==> src/rtl/datapath_pkg.sv <==
// Shared constants for the 5-stage datapath: opcodes, functs, ALU controls,
// memory geometry and the power-on contents of both memories.
package datapath_pkg;

   localparam int unsigned MEM_DEPTH = 64;
   localparam int unsigned MEM_AW    = 6;

   localparam logic [5:0] OP_RTYPE = 6'h00;
   localparam logic [5:0] OP_ADDI  = 6'h08;
   localparam logic [5:0] OP_LW    = 6'h23;
   localparam logic [5:0] OP_SW    = 6'h2B;

   localparam logic [5:0] FN_ADD = 6'h20;
   localparam logic [5:0] FN_SUB = 6'h22;
   localparam logic [5:0] FN_AND = 6'h24;
   localparam logic [5:0] FN_OR  = 6'h25;
   localparam logic [5:0] FN_XOR = 6'h26;

   typedef enum logic [2:0] {
      ALU_ADD,
      ALU_SUB,
      ALU_AND,
      ALU_OR,
      ALU_XOR
   } alu_ctrl_e;

   function automatic logic [31:0] imem_word(input logic [MEM_AW-1:0] idx);
      case (idx)
         6'd0:    imem_word = 32'h8C22_0000; // lw  $2, 0($1)
         6'd1:    imem_word = 32'h8C23_0004; // lw  $3, 4($1)
         6'd2:    imem_word = 32'h8C24_0008; // lw  $4, 8($1)
         6'd3:    imem_word = 32'h8C25_000C; // lw  $5,12($1)
         6'd4:    imem_word = 32'h0043_3020; // add $6,$2,$3
         default: imem_word = '0;
      endcase
   endfunction

   function automatic logic [31:0] dmem_init(input int unsigned idx);
      case (idx)
         0:       dmem_init = 32'hA000_00AA;
         1:       dmem_init = 32'h1000_0011;
         2:       dmem_init = 32'h2000_0022;
         3:       dmem_init = 32'h3000_0033;
         default: dmem_init = '0;
      endcase
   endfunction

endpackage

==> src/rtl/datapath_regfile.sv <==
// 32x32 register file: two combinational read ports, one write port that
// commits on the falling clock edge so ID sees WB data in the same cycle.
module regfile
   import datapath_pkg::*;
(
   input  logic        i_clk,
   input  logic        i_rst,
   input  logic [4:0]  i_ra,
   input  logic [4:0]  i_rb,
   output logic [31:0] o_qa,
   output logic [31:0] o_qb,
   input  logic        i_we,
   input  logic [4:0]  i_wn,
   input  logic [31:0] i_d
);

   logic [31:0] r_regs [32];

   always_ff @(negedge i_clk or posedge i_rst) begin
      if (i_rst) begin
         for (int unsigned i = 0; i < 32; i++) r_regs[i] <= '0;
      end else if (i_we && (i_wn != 5'd0)) begin
         r_regs[i_wn] <= i_d;
      end
   end

   assign o_qa = (i_ra == 5'd0) ? '0 : r_regs[i_ra];
   assign o_qb = (i_rb == 5'd0) ? '0 : r_regs[i_rb];

endmodule

==> src/rtl/datapath.sv <==
// Five-stage IF/ID/EXE/MEM/WB pipeline with fixed program ROM and data RAM;
// no forwarding, stalls or control flow.
module datapath
   import datapath_pkg::*;
(
   input  logic        clk,
   input  logic        rst,
   output logic [4:0]  rs,
   output logic [4:0]  rt,
   output logic [31:0] qa,
   output logic [31:0] qb,
   output logic        wwreg,
   output logic        wm2reg,
   output logic [4:0]  wdestReg,
   output logic [31:0] wr,
   output logic [31:0] wdo,
   output logic [31:0] wbData
);

   // PC kept as a word index; byte PC = {r_pcw, 2'b00}, wrapping every 256 bytes.
   logic [MEM_AW-1:0] r_pcw;
   logic [31:0]       r_ir;

   logic        r_ewreg, r_em2reg, r_ewmem, r_ealuimm;
   alu_ctrl_e   r_ealuc;
   logic [4:0]  r_edest;
   logic [31:0] r_eqa, r_eqb, r_eimm;

   logic        r_mwreg, r_mm2reg, r_mwmem;
   logic [4:0]  r_mdest;
   logic [31:0] r_mr, r_mqb;

   logic        r_wwreg, r_wm2reg;
   logic [4:0]  r_wdest;
   logic [31:0] r_wr, r_wdo;

   logic [31:0] r_dmem [MEM_DEPTH];

   logic [5:0]  w_op, w_fn;
   logic [4:0]  w_rd;
   logic        w_wreg, w_m2reg, w_wmem, w_aluimm, w_regrt;
   alu_ctrl_e   w_aluc;
   logic [31:0] w_imm, w_qa, w_qb, w_alub, w_alur, w_mdo;
   logic        w_unused;

   // IF
   always_ff @(posedge clk or posedge rst) begin
      if (rst) begin
         r_pcw <= '0;
         r_ir  <= '0;
      end else begin
         r_pcw <= r_pcw + 1'b1;
         r_ir  <= imem_word(r_pcw);
      end
   end

   // ID
   assign w_op  = r_ir[31:26];
   assign w_fn  = r_ir[5:0];
   assign w_rd  = r_ir[15:11];
   assign w_imm = {{16{r_ir[15]}}, r_ir[15:0]};
   assign rs    = r_ir[25:21];
   assign rt    = r_ir[20:16];

   always_comb begin
      w_wreg   = 1'b0;
      w_m2reg  = 1'b0;
      w_wmem   = 1'b0;
      w_aluimm = 1'b0;
      w_regrt  = 1'b0;
      w_aluc   = ALU_ADD;
      case (w_op)
         OP_RTYPE: begin
            w_wreg = 1'b1;
            case (w_fn)
               FN_ADD:  w_aluc = ALU_ADD;
               FN_SUB:  w_aluc = ALU_SUB;
               FN_AND:  w_aluc = ALU_AND;
               FN_OR:   w_aluc = ALU_OR;
               FN_XOR:  w_aluc = ALU_XOR;
               default: w_wreg = 1'b0;
            endcase
         end
         OP_ADDI: begin
            w_wreg = 1'b1; w_aluimm = 1'b1; w_regrt = 1'b1;
         end
         OP_LW: begin
            w_wreg = 1'b1; w_m2reg = 1'b1; w_aluimm = 1'b1; w_regrt = 1'b1;
         end
         OP_SW: begin
            w_wmem = 1'b1; w_aluimm = 1'b1;
         end
         default: ;
      endcase
   end

   regfile u_regfile (
      .i_clk (clk),
      .i_rst (rst),
      .i_ra  (rs),
      .i_rb  (rt),
      .o_qa  (w_qa),
      .o_qb  (w_qb),
      .i_we  (r_wwreg),
      .i_wn  (r_wdest),
      .i_d   (wbData)
   );

   assign qa = w_qa;
   assign qb = w_qb;

   always_ff @(posedge clk or posedge rst) begin
      if (rst) begin
         r_ewreg   <= 1'b0;
         r_em2reg  <= 1'b0;
         r_ewmem   <= 1'b0;
         r_ealuimm <= 1'b0;
         r_ealuc   <= ALU_ADD;
         r_edest   <= '0;
         r_eqa     <= '0;
         r_eqb     <= '0;
         r_eimm    <= '0;
      end else begin
         r_ewreg   <= w_wreg;
         r_em2reg  <= w_m2reg;
         r_ewmem   <= w_wmem;
         r_ealuimm <= w_aluimm;
         r_ealuc   <= w_aluc;
         r_edest   <= w_regrt ? rt : w_rd;
         r_eqa     <= w_qa;
         r_eqb     <= w_qb;
         r_eimm    <= w_imm;
      end
   end

   // EXE
   assign w_alub = r_ealuimm ? r_eimm : r_eqb;

   always_comb begin
      w_alur = '0;
      case (r_ealuc)
         ALU_ADD: w_alur = r_eqa + w_alub;
         ALU_SUB: w_alur = r_eqa - w_alub;
         ALU_AND: w_alur = r_eqa & w_alub;
         ALU_OR:  w_alur = r_eqa | w_alub;
         ALU_XOR: w_alur = r_eqa ^ w_alub;
         default: w_alur = '0;
      endcase
   end

   always_ff @(posedge clk or posedge rst) begin
      if (rst) begin
         r_mwreg  <= 1'b0;
         r_mm2reg <= 1'b0;
         r_mwmem  <= 1'b0;
         r_mdest  <= '0;
         r_mr     <= '0;
         r_mqb    <= '0;
      end else begin
         r_mwreg  <= r_ewreg;
         r_mm2reg <= r_em2reg;
         r_mwmem  <= r_ewmem;
         r_mdest  <= r_edest;
         r_mr     <= w_alur;
         r_mqb    <= r_eqb;
      end
   end

   // MEM: RAM reloads its initial image on reset
   always_ff @(posedge clk or posedge rst) begin
      if (rst) begin
         for (int unsigned i = 0; i < MEM_DEPTH; i++) r_dmem[i] <= dmem_init(i);
      end else if (r_mwmem) begin
         r_dmem[r_mr[7:2]] <= r_mqb;
      end
   end

   assign w_mdo = r_dmem[r_mr[7:2]];

   always_ff @(posedge clk or posedge rst) begin
      if (rst) begin
         r_wwreg  <= 1'b0;
         r_wm2reg <= 1'b0;
         r_wdest  <= '0;
         r_wr     <= '0;
         r_wdo    <= '0;
      end else begin
         r_wwreg  <= r_mwreg;
         r_wm2reg <= r_mm2reg;
         r_wdest  <= r_mdest;
         r_wr     <= r_mr;
         r_wdo    <= w_mdo;
      end
   end

   // WB
   assign wwreg    = r_wwreg;
   assign wm2reg   = r_wm2reg;
   assign wdestReg = r_wdest;
   assign wr       = r_wr;
   assign wdo      = r_wdo;
   assign wbData   = r_wm2reg ? r_wdo : r_wr;

   assign w_unused = ^{r_ir[10:6], r_mr[31:8], r_mr[1:0]};

endmodule

==> config.mk <==
export PLATFORM = sky130hd
export DESIGN_NAME = datapath
export DESIGN_NICKNAME = d
export VERILOG_FILES = /design/src/rtl/datapath_pkg.sv /design/src/rtl/datapath_regfile.sv /design/src/rtl/datapath.sv
export SDC_FILE = /design/constraint.sdc
export NUM_CORES = 1
export LEC_CHECK = 0
export CORE_UTILIZATION = 40
export DETAILED_ROUTE_END_ITERATION = 8
export PLACE_DENSITY = 0.59
export SYNTH_ARGS = -nofsm -noshare
export SYNTH_HDL_FRONTEND = slang
export SYNTH_SLANG_ARGS = --single-unit
==> constraint.sdc <==
create_clock -name clk -period 19.3 [get_ports clk]
set_input_delay 5.79 -clock clk [delete_from_list [all_inputs] [get_ports clk]]
set_output_delay 5.79 -clock clk [all_outputs]
set_load 0.02 [all_outputs]
==> results by group <==
Status
  – Status: complete, no violations

Die
  – IO Pins: 179
  – Die area: 46,690 µm²
  – Core area: around 45,000 µm²
  – Row count: between 70 and 80
  – Die X: 216.1 µm
  – Initial Util: 0.4049
  – Die extent in y: 216.1 µm

Clock network
  – CTS HTree Levels: 2
  – Clock Tree Buf Depth: 3
  – Root Driver: clkbuf_16
  – Clock slew at reported path FFs: 50 ps
  – Clock sinks: a little under 400
  – Post-CTS setup buffer count: 0
  – CTS tree: yes
  – Worst skew pair latency: between 500 and 600 ps
  – Cts hold-fix bufs: 0
  – Post-CTS sizing: 0
  – CTS buffer count: 41

Detailed routing
  – Final antenna-violating net count: 0
  – Total Routed Length: 56.21 mm
  – Vias per cell: 5.532
  – DRC: 0
  – Initial DRC count: 1,279
  – Vias: 14,000
  – Pre-Repair DR Iteration Count: 7
  – Drt wl/cell: about 22 µm

Critical path
  – CP top delay family: buffers and inverters
  – Crit. Startpoint: u_regfile.r_regs[848]
  – Reg-to-Reg End: u_regfile.r_regs[956]
  – Crit-path cells: mux4_2 -> nor2_1 -> nor2_1 -> clkdlybuf4s50_1
  – CP Class: flop to primary output
  – Worst Path Required: about 14,000 ps
  – CP most frequent cell: nor2_1
  – Stages on worst setup path: 4
  – Slowest stage cell, crit path: clkdlybuf4s50_1
  – CP Capture Point: qb[16]
  – Reg-to-Reg Start: wm2reg
  – Reg2reg path depth: 3
  – Crit path buf inv count: 1
  – CP Max Fanout: 2
  – CP arrival: 12,020 ps
  – Minimum setup slack among reg-to-reg paths: 7430 ps
  – CP Launch Type: flop
  – Largest stage delay on the critical path: 700 ps
  – CP endpoint kind: primary output

Power
  – Worst vdd ir: 0.00004480 V
  – Total power: 1.668 mW
  – Power Dens Cells: 77.03 nW/µm²
  – Gate power share: 0.014
  – Psw: between 0.3 and 0.4 mW
  – Sequential Power Share: 0.487
  – Int Power: between 1 and 1.5 mW
  – Proportion of power drawn by the clock network: 0.500
  – Leak: 9.959 nW
  – Sw Ratio: 0.2116

Placed design
  – Dpl ws: around 2100 ps
  – IO buf count: 148
  – RePlAce Congestion: 0.9302
  – Placed Cells: ~2,500
  – DP HPWL: 37.46 mm

STA
  – Min Hold Slack: 345.1 ps
  – Max-slew violations: 0
  – TNS Setup: 0 ps
  – Final setup violation count: 0
  – Worst-margin pin slew: approximately 1200 ps
  – Max Clock Skew: about 16 ps
  – Slew margin rel.: 0.1699
  – Final setup margin: between 1000 and 1500 ps
  – Hold Fails Final Rpt: 0
  – RSZ-0062 raised after global routing: no

Synthesis
  – Number of synthesized flops with an enable pin: 0
  – XOR/XNOR Fraction of Synth Area: 0.02006
  – Synth Area in Compound Gates: 0.1518
  – Most used DFF post-synth: dfrtn_1
  – Mean Syn Cell Area: between 10 and 15 µm²
  – Synthesized flop and latch total: 386
  – Largest family of logic cells by synthesized area: compound AO/OA/AOI/OAI gates
  – Ys Warns: 0
  – Post-Syn Area: 18,330 µm²
  – Post-synthesis mux area share: 0.08851
  – Adder-cell area share of the yosys netlist: 0.02634
  – Fraction of registers with async set/reset: 1.000
  – Simple-gate share of the synthesized area: 0.1349
  – Cell variety after synth: 69
  – Register area share after synthesis: 0.5269
  – Cells after synthesis: 1,802

Final layout
  – Layout cells sized above 1: 0.1104
  – Area grow syn2layout: 18.12%
  – Nets: 1,938
  – Commonest non-fill, non-tap cell in the layout: nand2_1
  – Commonest non-fill, non-tap cells in the layout: nand2_1, o21ai_0, dfrtn_1
  – Fillers: 4,172
  – Post-route insts no fill: 2,530
  – Antenna diode count: 0

Run
  – Max-cap violations: 0

Global routing
  – Overflow after GRT: 0
  – Gr usage total: 0.2416
  – Vias in the first global route: around 14,000
  – Initial antenna violation count: 0
  – Largest net degree at the start of global routing: between 100 and 150
  – Global-route wire length before repair: 85.72 mm

Worst hold path
  – Worst Hold Class: flop to flop
-- through the flow --
step | utilization | area, µm²
2_1_floorplan | - | 18450
3_3_place_gp | 0.4465 | 20220
3_5_place_dp | 0.4465 | 20220
4_1_cts | 0.4782 | 21660
5_1_grt | 0.4782 | 21660
6_report | 0.4782 | 21660
-- layout make-up --
cell class                 instances  area (µm²)  area share
clock buffer                      60        1241     0.05731
multi-input combinational       1238        7876      0.3637
timing repair buffer             173        1707     0.07881
tap                              600       750.7     0.03467
sequential                       386        9666      0.4463
clock inverter                    15       193.9    0.008955
inverter                          58       221.5     0.01023
-- synth_stat cells (3+ instances only) --
cell      count  share of area
nand2_1     278          0.057
o21ai_0     271          0.074
dfrtn_1     224           0.31
dfrtp_1     162           0.22
nor2_1      113          0.023
clkbuf_1    100          0.020
mux2_2       66          0.041
inv_1        58          0.012
buf_4        41          0.017
nand3_1      39          0.011
a221oi_1     38          0.018
ha_1         37          0.025
a21oi_1      34         0.0093
a22o_1       32          0.015
mux4_2       32          0.039
nand2b_1     31          0.011
xnor2_1      28          0.013
nor3_1       22         0.0060
nor2b_1      17         0.0058
a21o_1       15         0.0061
xor2_1       14         0.0067
mux2i_1      13         0.0071
o21ai_1      13         0.0035
nor4_1       11         0.0038
nand4_1       8         0.0027
o211ai_1      8         0.0033
buf_1         6         0.0012
nor3b_1       6         0.0025
and3_1        5         0.0017
o21a_1        5         0.0020
o21bai_1      5         0.0020
o22ai_1       5         0.0017
or3_1         5         0.0017
a31oi_1       4         0.0014
a32oi_1       4         0.0019
and2_1        4         0.0014
o32ai_1       4         0.0019
o311ai_0      3         0.0014
or2_2         3         0.0010
or4_1         3         0.0012
-- sequential cells by signal, summed over array words and instances (netlist names), 3 cells and up --
register          cells
wdo                   3
r_ir                  6
r_eqa                32
r_edest               3
r_eqb                32
r_mdest               3
wr                   32
u_regfile.r_regs    224
r_mr                 32
wdestReg              3
r_pcw                 6
r_eimm                3
-- power groups by stage --
stage / registers [mW] / clock network (mW) / logic [mW]
floorplan: 0.827 / 0 / 0.0215
global placement: 0.826 / 0 / 0.0237
detailed placement: 0.826 / 0 / 0.0242
CTS: 0.812 / 0.847 / 0.0243
global route: 0.811 / 0.879 / 0.0267
finish: 0.812 / 0.833 / 0.0230
-- worst min-delay path by stage --
| stage | from | endpoint | cells past startpoint |
|---|---|---|---|
| after floorplan | r_edest[0] | r_mdest[0] | 0 |
| after global placement | r_mr[13] | wr[13] | 0 |
| after detailed placement | r_mdest[0] | wdestReg[0] | 0 |
| after CTS | r_mr[16] | wr[16] | 0 |
| after global routing | r_mr[16] | wr[16] | 0 |
| final | r_mr[18] | wr[18] | 0 |
-- cell families (layout without fill, tap and decap cells) --
logic type | Yosys count | count (layout)
mux | 113 | 113
buf+inv | 207 | 306
simple gates | 554 | 554
fa+ha+maj | 38 | 38
flops | 386 | 386
other cells | 1 | 30
xor+xnor | 42 | 42
compound gates | 461 | 461
-- metal layers --
metal  track usage  share of wire  routed length (µm)
met4       0.06150          0.022                1233
met2        0.3665           0.45               25200
met5             0              0                   0
met1        0.3627           0.48               26900
met3       0.03382          0.051                2877
No activity file was read; power rests on OpenSTA's default activity.
